$ cat config.mk
export PLATFORM = sky130hd
export DESIGN_NAME = fsm_det_window_counter
export DESIGN_NICKNAME = d
export VERILOG_FILES = /design/src/rtl/fsm_det_pkg.sv /design/src/rtl/fsm_det_win_timer.sv /design/src/rtl/fsm_det_window_counter.sv
export SDC_FILE = /design/constraint.sdc
export NUM_CORES = 1
export LEC_CHECK = 0
export ABC_AREA = 1
export BUFFER_PORTS_ARGS = -buffer_cell sky130_fd_sc_hd__clkbuf_2
export CORE_MARGIN = 10
export CORE_UTILIZATION = 52
export DETAILED_ROUTE_END_ITERATION = 12
export HOLD_SLACK_MARGIN = 0.03
export PLACE_DENSITY_LB_ADDON = 0.15
export SLEW_MARGIN = 25
export SYNTH_ARGS = -nofsm -noshare
export SYNTH_HDL_FRONTEND = slang
export SYNTH_SLANG_ARGS = --single-unit
$ cat constraint.sdc
create_clock -name clk -period 1.8 [get_ports clk]
set_input_delay 0.27 -clock clk [delete_from_list [all_inputs] [get_ports clk]]
set_output_delay 0.27 -clock clk [all_outputs]
set_load 0.01 [all_outputs]
$ cat src/rtl/fsm_det_pkg.sv
// Shared types and helpers for the detection window counter.
// Holds the two-state FSM encoding, default parameter values and the
// saturating increment used by the detection counters.
package fsm_det_pkg;

  // FSM encoding kept as plain constants so older tools and checkers can bind to it.
  typedef logic [0:0] state_t;
  localparam state_t IDLE = 1'b0;
  localparam state_t RUN  = 1'b1;

  // Default configuration.
  localparam int WINDOW_DEF = 16;
  localparam int CNT_W_DEF  = 5;
  localparam int THRESH_DEF = 4;

  // Add one to value, sticking at 2**width-1 instead of wrapping.
  function automatic logic [31:0] sat_inc(input logic [31:0] value, input int unsigned width);
    logic [31:0] max_v;
    if (width >= 32) begin
      max_v = 32'hFFFF_FFFF;
    end else begin
      max_v = (32'd1 << width) - 32'd1;
    end
    if (value >= max_v) begin
      return max_v;
    end
    return value + 32'd1;
  endfunction

endpackage

$ cat src/rtl/fsm_det_win_timer.sv
// Window position timer.
// Counts clocks while run is high, restarts on clr, and flags the final
// cycle of each WINDOW-long window so the top can close it on that edge.
module fsm_det_win_timer
  import fsm_det_pkg::*;
#(
  parameter int WINDOW = WINDOW_DEF
) (
  input  logic clk,
  input  logic rst,
  input  logic run,
  input  logic clr,
  output logic last_cycle
);

  localparam int WIN_W = (WINDOW > 1) ? $clog2(WINDOW) : 1;
  localparam logic [WIN_W-1:0] LAST_POS = WIN_W'(WINDOW - 1);

  logic [WIN_W-1:0] win_cnt_q;
  logic [WIN_W-1:0] win_cnt_d;

  assign last_cycle = (win_cnt_q == LAST_POS);

  // Next window position: restart on clr or after the last cycle, hold while paused.
  always_comb begin
    win_cnt_d = win_cnt_q;
    if (clr) begin
      win_cnt_d = '0;
    end else if (run) begin
      if (last_cycle) begin
        win_cnt_d = '0;
      end else begin
        win_cnt_d = win_cnt_q + 1'b1;
      end
    end
  end

  // Window position register.
  always_ff @(posedge clk or posedge rst) begin
    if (rst) begin
      win_cnt_q <= '0;
    end else begin
      win_cnt_q <= win_cnt_d;
    end
  end

endmodule

$ cat src/rtl/fsm_det_window_counter.sv
// Detection window counter.
// Counts detector pulses (y) over fixed windows of WINDOW clocks, publishes
// each window's saturated total on count_out with a one-cycle count_vld
// pulse, and raises alarm when that total reaches THRESH.
// Optional feature: define FSM_DET_EDGE_EN to count rising edges of y
// instead of every high cycle.
//
// Interface note: there is no ready/back-pressure. count_vld is a
// single-cycle strobe marking the cycle in which count_out and alarm carry a
// freshly closed window; consumers must take it that cycle. count_out and
// alarm then hold until the next close.
module fsm_det_window_counter
  import fsm_det_pkg::*;
#(
  parameter int WINDOW = WINDOW_DEF,
  parameter int CNT_W  = CNT_W_DEF,
  parameter int THRESH = THRESH_DEF
) (
  input  logic             clk,
  input  logic             rst,
  input  logic             en,
  input  logic             clr,
  input  logic             y,
  output logic [CNT_W-1:0] live_count,
  output logic [CNT_W-1:0] count_out,
  output logic             count_vld,
  output logic             alarm,
  output state_t           state_dbg
);

  state_t           state_q, state_d;
  logic [CNT_W-1:0] live_count_q, live_count_d;
  logic [CNT_W-1:0] count_out_q, count_out_d;
  logic             count_vld_q, count_vld_d;
  logic             alarm_q, alarm_d;

  logic             last_cycle;
  logic             event_w;
  logic [CNT_W-1:0] live_inc;

  // Window position tracking; advances on every enabled cycle.
  fsm_det_win_timer #(
    .WINDOW (WINDOW)
  ) u_timer (
    .clk        (clk),
    .rst        (rst),
    .run        (en),
    .clr        (clr),
    .last_cycle (last_cycle)
  );

`ifdef FSM_DET_EDGE_EN
  logic y_q, y_d;

  // Previous y, tracked only while counting; clr forgets history so a
  // y that is already high after a restart counts as a fresh edge.
  always_comb begin
    y_d = y_q;
    if (clr) begin
      y_d = 1'b0;
    end else if (en) begin
      y_d = y;
    end
  end

  // Previous-y register for rising-edge detection.
  always_ff @(posedge clk or posedge rst) begin
    if (rst) begin
      y_q <= 1'b0;
    end else begin
      y_q <= y_d;
    end
  end

  assign event_w = y & ~y_q;
`else
  assign event_w = y;
`endif

  // Count including this cycle's event, stuck at the top value.
  assign live_inc = event_w ? CNT_W'(sat_inc(32'(live_count_q), CNT_W)) : live_count_q;

  // FSM: en alone decides the state; the enabling cycle itself is counted
  // below, so IDLE->RUN has no dead cycle.
  always_comb begin
    state_d = state_q;
    case (state_q)
      IDLE:    if (en)  state_d = RUN;
      RUN:     if (!en) state_d = IDLE;
      default: state_d = IDLE;
    endcase
  end

  // Counter and output datapath. clr wins over a coincident close, and a
  // paused window keeps its count.
  always_comb begin
    live_count_d = live_count_q;
    count_out_d  = count_out_q;
    alarm_d      = alarm_q;
    count_vld_d  = 1'b0;
    if (clr) begin
      live_count_d = '0;
    end else if (en) begin
      if (last_cycle) begin
        live_count_d = '0;
        count_out_d  = live_inc;
        alarm_d      = (32'(live_inc) >= 32'(THRESH));
        count_vld_d  = 1'b1;
      end else begin
        live_count_d = live_inc;
      end
    end
  end

  // State and output registers.
  always_ff @(posedge clk or posedge rst) begin
    if (rst) begin
      state_q      <= IDLE;
      live_count_q <= '0;
      count_out_q  <= '0;
      count_vld_q  <= 1'b0;
      alarm_q      <= 1'b0;
    end else begin
      state_q      <= state_d;
      live_count_q <= live_count_d;
      count_out_q  <= count_out_d;
      count_vld_q  <= count_vld_d;
      alarm_q      <= alarm_d;
    end
  end

  assign live_count = live_count_q;
  assign count_out  = count_out_q;
  assign count_vld  = count_vld_q;
  assign alarm      = alarm_q;
  assign state_dbg  = state_q;

endmodule

Word-level counts from Yosys, hierarchy flattened
Cells that the tools add are included.
W data, S select, Z words.
{"block": "totals", "ff_bits": 17, "latch_bits": 0, "mem_bits_rw": 0, "mem_bits_ro": 0, "word_cells": 28, "n_memories": 0}
{"block": "classes", "n_addsub": 2, "n_mul": 0, "n_div": 0, "n_lt_le_gt_ge": 2, "eq_ne": 1, "shifts": 0, "n_mux": 14, "n_bitwise": 1, "reduce_logical": 2}
{"operator": "$mux W5", "count": 6}
{"operator": "$mux W4", "count": 3}
{"operator": "$add A5 B1 Y5 const B", "count": 1}
{"operator": "$ge A5 B3 Y1 const B", "count": 1}
{"operator": "$ge A5 B5 Y1 const B", "count": 1}
{"operator": "$mux W1", "count": 5}
{"operator": "$add A4 B1 Y4 const B", "count": 1}
{"operator": "$eq A4 B4 Y1 const B", "count": 1}
{"operator": "$reduce_and A3 Y1", "count": 1}
{"operator": "$reduce_bool A2 Y1", "count": 1}
{"operator": "$not A1 Y1", "count": 1}

Logic depth before layout (Yosys ltp)
Gate-level depths: netlist of the first run.
{"block": "depth", "word_depth": 7, "depth_mapped": 10, "ltp_nobuf": 10}

Hierarchy
Synthesis of the first run repeated with hierarchy kept, for this count alone.
{"block": "hier_totals", "cells_unflattened": 106, "area_unflattened_um2": 915.9}
{"module": "fsm_det_window_counter", "instances": 1, "cells_per_inst": 79, "area_per_inst_um2": 683.2}
{"module": "fsm_det_win_timer", "instances": 1, "cells_per_inst": 27, "area_per_inst_um2": 232.7}

Worst setup path after synthesis of the first run
No wires, ideal clock.
{"block": "synth_timing", "kind": "flip-flop to flip-flop", "start": "register live_count_q[0] (netlist: live_count[0])", "end": "register alarm_q (netlist: alarm)", "arrival_time_ns": 1.480, "t_required_ns": 1.679, "slack_ns": 0.199, "path_stages_with_launch": 11, "n_path_buf": 0, "period_less_slack_ns": 1.601, "path_cell_list": "dfrtp_1 > ha_1 > nand2_1 > nor2_1 > ha_1 > inv_1 > nand2_1 > o21ai_0 > nand3_1 > nor2_2 > a21oi_2"}
{"block": "synth_via", "elab_chain_len": 5, "word_cells_on_any_way": 6, "classes_between": "add/sub (1); order compare (2); mux (3)"}
{"item": "from (decl)", "line_no": "fsm_det_window_counter.sv:32", "rtl": "logic [CNT_W-1:0] live_count_q, live_count_d;"}
{"item": "from (signal assigned)", "line_no": "fsm_det_window_counter.sv:125", "rtl": "live_count_q <= live_count_d;"}
{"item": "$ge A5 B5 Y1", "line_no": "fsm_det_pkg.sv:24", "rtl": "if (value >= max_v) begin"}
{"item": "$mux W1", "line_no": "fsm_det_pkg.sv:24"}
{"item": "$mux W5", "line_no": "fsm_det_pkg.sv:27", "rtl": "return value + 32'd1;"}
{"item": "$mux W5 (*)", "line_no": "fsm_det_window_counter.sv:81", "rtl": "assign live_inc = event_w ? CNT_W'(sat_inc(32'(live_count_q), CNT_W)) : live_count_q;"}
{"item": "$ge A5 B3 Y1 (*)", "line_no": "fsm_det_window_counter.sv:107", "rtl": "alarm_d = (32'(live_inc) >= 32'(THRESH));"}
{"item": "to (signal assigned)", "line_no": "fsm_det_window_counter.sv:128", "rtl": "alarm_q <= alarm_d;"}
{"item": "to (decl)", "line_no": "fsm_det_window_counter.sv:35", "rtl": "logic alarm_q, alarm_d;"}
Mark *: on every way between the ends. The rest lies on a longest branch, timed or not.
A chain may end at the register's enable or synchronous reset.

Worst setup path after layout of the first run
{"block": "layout_timing", "start": "register live_count_q[1] (netlist: live_count[1])", "end": "register live_count_q[3] (netlist: live_count[3])"}
{"block": "layout_via", "elab_chain_len": 7, "word_cells_on_any_way": 8, "classes_between": "add/sub (1); order compare (1); mux (6)"}
{"item": "$ge A5 B5 Y1", "line_no": "fsm_det_pkg.sv:24"}
{"item": "$mux W1", "line_no": "fsm_det_pkg.sv:24"}
{"item": "$mux W5 (*)", "line_no": "fsm_det_pkg.sv:27"}
{"item": "$mux W5 (*)", "line_no": "fsm_det_window_counter.sv:81"}
{"item": "$mux W5 (*)", "line_no": "fsm_det_window_counter.sv:104", "rtl": "if (last_cycle) begin"}
{"item": "$mux W5 (*)", "line_no": "fsm_det_window_counter.sv:103", "rtl": "end else if (en) begin"}
{"item": "$mux W5 (*)", "line_no": "fsm_det_window_counter.sv:101", "rtl": "if (clr) begin"}
Mark *: on every way between the ends. The rest lies on a longest branch, timed or not. The select of a mux whose other input is x is not followed.

==> results of run 1 <==
synth_stat cells (all sizes together):
master | number | area share
dfrtp | 17 | 0.47
nand3 | 5 | 0.041
nor2 | 13 | 0.090
nand2 | 35 | 0.15
buf | 1 | 0.012
a21oi | 2 | 0.015
inv | 15 | 0.064
mux2i | 1 | 0.011
o21ai | 7 | 0.047
a22o | 1 | 0.0096
a21boi | 1 | 0.021
a31oi | 2 | 0.014
ha | 3 | 0.041
o22ai | 1 | 0.0068
o21bai | 1 | 0.0082
cells by family (layout without fill, tap and decap cells):
family	after synthesis	in the layout	share of synthesized area
AO/OA/AOI/OAI	15	15	0.120
adder cells (fa/ha/maj)	3	3	0.0410
buffers and inverters	16	38	0.0766
flip-flops	17	17	0.465
multiplexers	1	1	0.0109
AND/OR/NAND/NOR	53	53	0.286
routing by layer:
metal	wire length [microns]	track usage	up-vias
met5	0	0	-
met4	14	0.0478	0
met3	130	0.0346	2
met2	879	0.183	17
met1	852	0.135	344
li1	-	-	378
sequential cells by signal (all words and copies together), names as in the netlist:
signal / count
count_vld: 1
u_timer.win_cnt_q: 4
state_dbg: 1
live_count: 5
alarm: 1
count_out: 5
power by group:
group	total (mW)	internal [mW]	switching, mW
Combinational	0.0834	0.0309	0.0525
Clock	0.208	0.0825	0.126
Sequential	0.406	0.396	0.0107
worst max-delay path: stages (launching register included):
cell and delay [ps]:
dfrtp_1 440, ha_1 230, nand2_1 80, nor2_1 40
ha_1 170, nand2_1 100, a21boi_4 260, nand2_2 90
nand2_1 80, o21ai_2 50
metrics by stage:
step           cells  worst slack [ps]  hold WS [ps]
2_1_floorplan    105               199           196
3_3_place_gp     140               220           366
3_5_place_dp     140               176           372
4_1_cts          144               147          50.4
5_1_grt          144              31.1          59.7
6_report         144               151          30.4
worst max path at each step:
stage | endpoint | slack, ps | cells after the start
floorplan | alarm$_DFFE_PP0P_ | 200 | 10
global placement | live_count[3]$_DFFE_PP0P_ | 220 | 9
detailed placement | live_count[3]$_DFFE_PP0P_ | 180 | 9
CTS | live_count[3]$_DFFE_PP0P_ | 150 | 9
global route | alarm$_DFFE_PP0P_ | 30 | 10
finish | live_count[3]$_DFFE_PP0P_ | 150 | 9
cell type report:
cell class,instances,area [sq um],share of cell area
flip-flops and latches,17,425,0.404
multi-input cells,72,419,0.398
repair buffers,19,100,0.0951
inverters,15,58.8,0.0559
clock buffers,3,22.5,0.0214
well taps,17,21.3,0.0202
clock inverters,1,5.00,0.00476
==> impl_metrics.toml, run 1 <==
[run_status]
outcome = "complete, no violations"

[timing]
hold_viol = 0
slew_headroom = 0.571
fin_crit_sh = 0.916
max_freq_mhz = 606
worstMarginPinSlew_ps = 642
period_needed_ps = 1650
fin_skew_ps = 1.66
finalSetupTns_ps = 0
setup_viol = 0
drv_slew = 0
rsz0062_at_grt = "false"

[setup_path]
rr_endpoint = "live_count[3]$_DFFE_PP0P_"
critPathLaunch = "live_count[1]$_DFFE_PP0P_"
crit_required_ps = 1990
arrival_ps = 1840
critPathKind = "flip-flop to flip-flop"
r2r-start = "live_count[1]$_DFFE_PP0P_"
rrSetupSlack_ps = 150
cp-start-kind = "flip-flop"
reg2reg_depth = 9
crit_path_end_kind = "flip-flop"
path_max_fanout = 5

[logic_synthesis]
syn_avg_cell_area_sq_um = 8.71
synth_nets = 113
yosys_warnings = 0
netlist_area_sq_um = 915
seq_area_frac_synth = 0.465
ys_types = 25
synth_cells = 105
ys_ff_latch = 17

[hold_path]
holdCritPathClass = "primary input to async pin"

[placement]
dp_hpwl_microns = 1500
gp_congestion = 0.824
placed_area_sq_um = 1020
numPortBuffers = 17

[clock_tree]
cts_buffers = 3
cts_resized = 0
hold_buffers = 0
clockRootBuffer = "clkbuf_4"
clock_latency_ps = 290
path_clk_slew_ps = 100
cts.sinks = 17
cts_tree = "done"
h-tree-depth = 1
postCtsSetupBuffers = 0
cts_buffer_depth = 2

[layout]
fill_cells = 151
nNetsFinal = 136
final_util = 0.623
drive_above_1_share = 0.291
area_growth_pct = 15.0
diodes = 0
mostFrequentLayoutCells = "nand2_1, dfrtp_1, clkbuf_2"
final_common_cell = "nand2_1"
final_area_sq_um = 1050

[die]
die_h_microns = 61.9
std_cell_rows = 15
initial_core_util = 0.541
fp.dieW_microns = 61.9
dieArea_sq_um = 3840
boundaryPins = 18
coreArea_sq_um = 1690

[global_routing]
gr-total-overflow = 0
grt_max_degree = 18
grt_use_total = 0.113
first_global_vias = 709
antenna_found_initial = 0
grt_first_pass_wirelength_microns = 3160

[detailed_routing]
detail_route.first_pass.iterations = 4
via_per_inst = 5.15
ant_nets = 0
drc = 0
vias = 741
drt_iter0_drc = 17
wl_microns = 1880
wire_per_inst_microns = 13.0

[power_and_ir_drop]
peakVddDrop_mv = 0.340
cellLeakagePower_nw = 0.618
power.total_uw = 698
p_per_area_nw_per_um2 = 663

[job]
cap_violations = 0
(Power assumes the default switching activity.)
==> run 2, diff against run 1 <==
--- a/config.mk
+++ b/config.mk
@@ -8,7 +8,7 @@
 export ABC_AREA = 1
 export BUFFER_PORTS_ARGS = -buffer_cell sky130_fd_sc_hd__clkbuf_2
 export CORE_MARGIN = 10
-export CORE_UTILIZATION = 52
+export CORE_UTILIZATION = 50
 export DETAILED_ROUTE_END_ITERATION = 12
 export HOLD_SLACK_MARGIN = 0.03
 export PLACE_DENSITY_LB_ADDON = 0.15
@@ -16,3 +16,4 @@
 export SYNTH_ARGS = -nofsm -noshare
 export SYNTH_HDL_FRONTEND = slang
 export SYNTH_SLANG_ARGS = --single-unit
+export TNS_END_PERCENT = 5
==> impl_metrics.toml, run 2 (synthesis results as in run 1) <==
[die]
dieArea_sq_um = 3940
coreArea_sq_um = 1730
fp.dieW_microns = 62.8
initial_core_util = 0.530
std_cell_rows = 15
boundaryPins = 18
die_h_microns = 62.8

[layout]
nNetsFinal = 137
regArea_sq_um = 425
fill_cells = 148
mostFrequentLayoutCells = "nand2_1, dfrtp_1, clkbuf_2"
final_area_sq_um = 1070
drive_above_1_share = 0.305
final_common_cell = "nand2_1"
multi_input_area_sq_um = 422
area_growth_pct = 17.2
diodes = 0

[job]
cap_violations = 0

[power_and_ir_drop]
peakVddDrop_mv = 0.498
cellLeakagePower_nw = 0.622
power.total_uw = 691
p_per_area_nw_per_um2 = 644

[clock_tree]
cts_tree = "done"
h-tree-depth = 1
path_clk_slew_ps = 100
hold_buffers = 0
cts_buffers = 3
cts_buffer_depth = 2
clockRootBuffer = "clkbuf_4"
cts.sinks = 17
clock_latency_ps = 290

[setup_path]
crit_path_end_kind = "flip-flop"
cp-start-kind = "flip-flop"
reg2reg_depth = 10
critPathKind = "flip-flop to flip-flop"
path_buf_inv = 1
r2r-start = "live_count[1]$_DFFE_PP0P_"
crit_required_ps = 1990
crit_top_cell = "nand2_1"
cp_slowest_cell = "dfrtp_1"
path_max_fanout = 5
rr_endpoint = "alarm$_DFFE_PP0P_"
path_cells = "ha_2 > nand2_1 > nor2_1 > ha_1 > inv_1 > nand2_1 > o21ai_1 > nand3_1 > nor2_2 > a21oi_2"
cp_top_family = "adder cells"
arrival_ps = 1850
cpPeakStageDelay_ps = 430
rrSetupSlack_ps = 140

[detailed_routing]
drc = 0
detail_route.first_pass.iterations = 4
routed.top_layer = "met4"
routed-wl-met3_microns = 119
wire_per_inst_microns = 12.4
ant_nets = 0
route.met2.wl_microns = 934
vias = 730
wl_microns = 1900
wl_met1_microns = 828
drt_iter0_drc = 13
via_per_inst = 4.77

[timing]
drv_slew = 0
worstMarginPinSlew_ps = 623
setup_viol = 0
hold_viol = 0
fin_skew_ps = 9.66
period_needed_ps = 1660
max_freq_mhz = 604
fin_ws_ps = 143
slew_headroom = 0.585
fin_crit_sh = 0.921

[placement]
gp_congestion = 0.839
place_ws_ps = 147
placed_area_sq_um = 1030
dp_hpwl_microns = 1460
numPortBuffers = 17

[global_routing]
antenna_found_initial = 0
first_global_vias = 714
grt_first_pass_wirelength_microns = 3220
grt_use_total = 0.0993
gr-total-overflow = 0
grt_max_degree = 18

[hold_path]
holdCritPathClass = "primary input to async pin"

[run_status]
outcome = "complete, no violations"
[run 2: layout make-up]
type,instances,share of cell area
sequential,17,0.397
clock inverter,1,0.00467
timing repair buffer,20,0.100
multi-input combinational,72,0.393
inverter,15,0.0548
tap,25,0.0292
clock buffer,3,0.0210
[run 2: power by group]
part           total [mW]  internal, mW  switching [mW]
registers           0.407         0.396          0.0114
clock network       0.200        0.0827           0.117
logic              0.0835        0.0311          0.0524
total               0.691         0.509           0.181
[run 2: worst max path at each step]
stage,startpoint,depth (start not counted),end,slack [ps]
floorplan,live_count[0]$_DFFE_PP0P_,10,alarm$_DFFE_PP0P_,200
global placement,live_count[0]$_DFFE_PP0P_,10,alarm$_DFFE_PP0P_,170
detailed placement,live_count[1]$_DFFE_PP0P_,10,alarm$_DFFE_PP0P_,150
CTS,live_count[0]$_DFFE_PP0P_,10,alarm$_DFFE_PP0P_,130
global route,live_count[1]$_DFFE_PP0P_,10,alarm$_DFFE_PP0P_,-20
finish,live_count[1]$_DFFE_PP0P_,10,alarm$_DFFE_PP0P_,140
[run 2: metrics by stage]
step / hold WS, ps / util / TNS (ps) / cells
3_3_place_gp: 362 / 0.595 / 0 / 147
5_1_grt: 66.4 / 0.621 / -34.5 / 153
2_1_floorplan: 196 / - / 0 / 105
4_1_cts: 32.4 / 0.611 / 0 / 151
3_5_place_dp: 366 / 0.595 / 0 / 147
6_report: 14.4 / 0.621 / 0 / 153
[run 2: layer usage]
metal	track usage	vias up
li1	-	381
met1	0.108	335
met2	0.167	12
met3	0.0448	2
met4	0.0335	0
met5	0	-
[run 2: repair_timing]
item,in CTS,in global routing
setup endpoints to repair,0,2
setup buffers,0,2
resized for setup,0,2
==> run 3, diff against run 2 <==
--- a/config.mk
+++ b/config.mk
@@ -7,6 +7,7 @@
 export LEC_CHECK = 0
 export ABC_AREA = 1
 export BUFFER_PORTS_ARGS = -buffer_cell sky130_fd_sc_hd__clkbuf_2
+export CORE_ASPECT_RATIO = 0.9
 export CORE_MARGIN = 10
 export CORE_UTILIZATION = 50
 export DETAILED_ROUTE_END_ITERATION = 12
==> impl_metrics.toml, run 3 (synthesis results as in run 1) <==
[run_status]
outcome = "complete, no violations"

[global_routing]
first_global_vias = 754
grt_use_total = 0.106
grt_max_degree = 18
grt_first_pass_wirelength_microns = 3260
antenna_found_initial = 0
gr-total-overflow = 0

[job]
cap_violations = 0

[detailed_routing]
vias = 761
drc = 0
wl_microns = 1990
via_per_inst = 5.04
detail_route.first_pass.iterations = 4
ant_nets = 0
wire_per_inst_microns = 13.2
drt_iter0_drc = 26

[die]
die_h_microns = 60.6
initial_core_util = 0.538
boundaryPins = 18
coreArea_sq_um = 1700
std_cell_rows = 14
dieArea_sq_um = 3940
fp.dieW_microns = 65.1

[setup_path]
reg2reg_depth = 9
path_buf_inv = 0
r2r-start = "live_count[1]$_DFFE_PP0P_"
cpPeakStageDelay_ps = 440
cp_top_family = "flip-flops"
path_cells = "ha_1 > nand2_1 > nor2_1 > ha_1 > nand2_1 > a21boi_4 > o21ai_2 > nand2_1 > nand2_1"
rr_endpoint = "live_count[0]$_DFFE_PP0P_"
cp_slowest_cell = "dfrtp_1"
crit_path_end_kind = "flip-flop"
cp-start-kind = "flip-flop"
arrival_ps = 1850
crit_required_ps = 1980
path_max_fanout = 5
crit_top_cell = "nand2_1"
critPathKind = "flip-flop to flip-flop"
rrSetupSlack_ps = 140

[clock_tree]
cts_buffer_depth = 2
cts_buffers = 3
clockRootBuffer = "clkbuf_4"
hold_buffers = 0
clock_latency_ps = 290
cts_tree = "done"
postCtsSetupBuffers = 0
cts.sinks = 17
cts_resized = 0
h-tree-depth = 1
path_clk_slew_ps = 90

[timing]
rsz0062_at_grt = "false"
finalSetupTns_ps = 0
slew_headroom = 0.575
setup_viol = 0
hold_ws_ps = 29.1
period_needed_ps = 1660
fin_crit_sh = 0.924
worstMarginPinSlew_ps = 636
fin_skew_ps = 2.42
drv_slew = 0
max_freq_mhz = 601
hold_viol = 0

[layout]
area_growth_pct = 15.9
drive_above_1_share = 0.283
final_common_cell = "nand2_1"
mostFrequentLayoutCells = "nand2_1, dfrtp_1, clkbuf_2"
nNetsFinal = 136
final_area_sq_um = 1060
diodes = 0

[power_and_ir_drop]
p_per_area_nw_per_um2 = 649
peakVddDrop_mv = 0.409
cellLeakagePower_nw = 0.615

[placement]
numPortBuffers = 17
dp_hpwl_microns = 1620
gp_congestion = 0.864
placed_area_sq_um = 1030

[hold_path]
holdCritPathClass = "primary input to async pin"
## run 3: area by class of cell
cell class	count	area (sq um)
Timing Repair Buffer	19	100
Fill cell	168	639
Inverter	15	58.8
Multi-Input combinational cell	72	419
Sequential cell	17	425
Clock buffer	4	26.3
Tap cell	24	30.0
## run 3: power by group
group	leakage [nW]	internal, mW	switching, mW	total (mW)
registers	0.228	0.396	0.0109	0.406
clock network	0.0150	0.0863	0.110	0.196
logic	0.372	0.0312	0.0543	0.0855
total	0.615	0.513	0.175	0.688
## run 3: stage by stage
| step | total power [mW] | std cells | utilization | setup WS (ps) |
|---|---|---|---|---|
| 2_1_floorplan | 0.466 | 105 | - | 199 |
| 3_3_place_gp | 0.496 | 147 | 0.608 | 235 |
| 3_5_place_dp | 0.501 | 147 | 0.608 | 167 |
| 4_1_cts | 0.697 | 151 | 0.624 | 125 |
| 5_1_grt | 0.724 | 151 | 0.624 | 23.1 |
| 6_report | 0.688 | 151 | 0.624 | 137 |
## run 3: worst max path at each step
stage          cells after the start  slack [ps]                   endpoint                      start
4_1_cts                            9         120  live_count[3]$_DFFE_PP0P_  live_count[1]$_DFFE_PP0P_
3_5_place_dp                      10         170          alarm$_DFFE_PP0P_  live_count[1]$_DFFE_PP0P_
3_3_place_gp                       9         240  live_count[3]$_DFFE_PP0P_  live_count[1]$_DFFE_PP0P_
5_1_grt                            9          20  live_count[0]$_DFFE_PP0P_  live_count[1]$_DFFE_PP0P_
6_report                           9         140  live_count[0]$_DFFE_PP0P_  live_count[1]$_DFFE_PP0P_
2_1_floorplan                     10         200          alarm$_DFFE_PP0P_  live_count[0]$_DFFE_PP0P_
## run 3: routing by layer
metal,GRT usage,part of all wire
met4,0.0274,0.011
met1,0.114,0.41
met5,0,0
met3,0.0589,0.10
met2,0.178,0.48
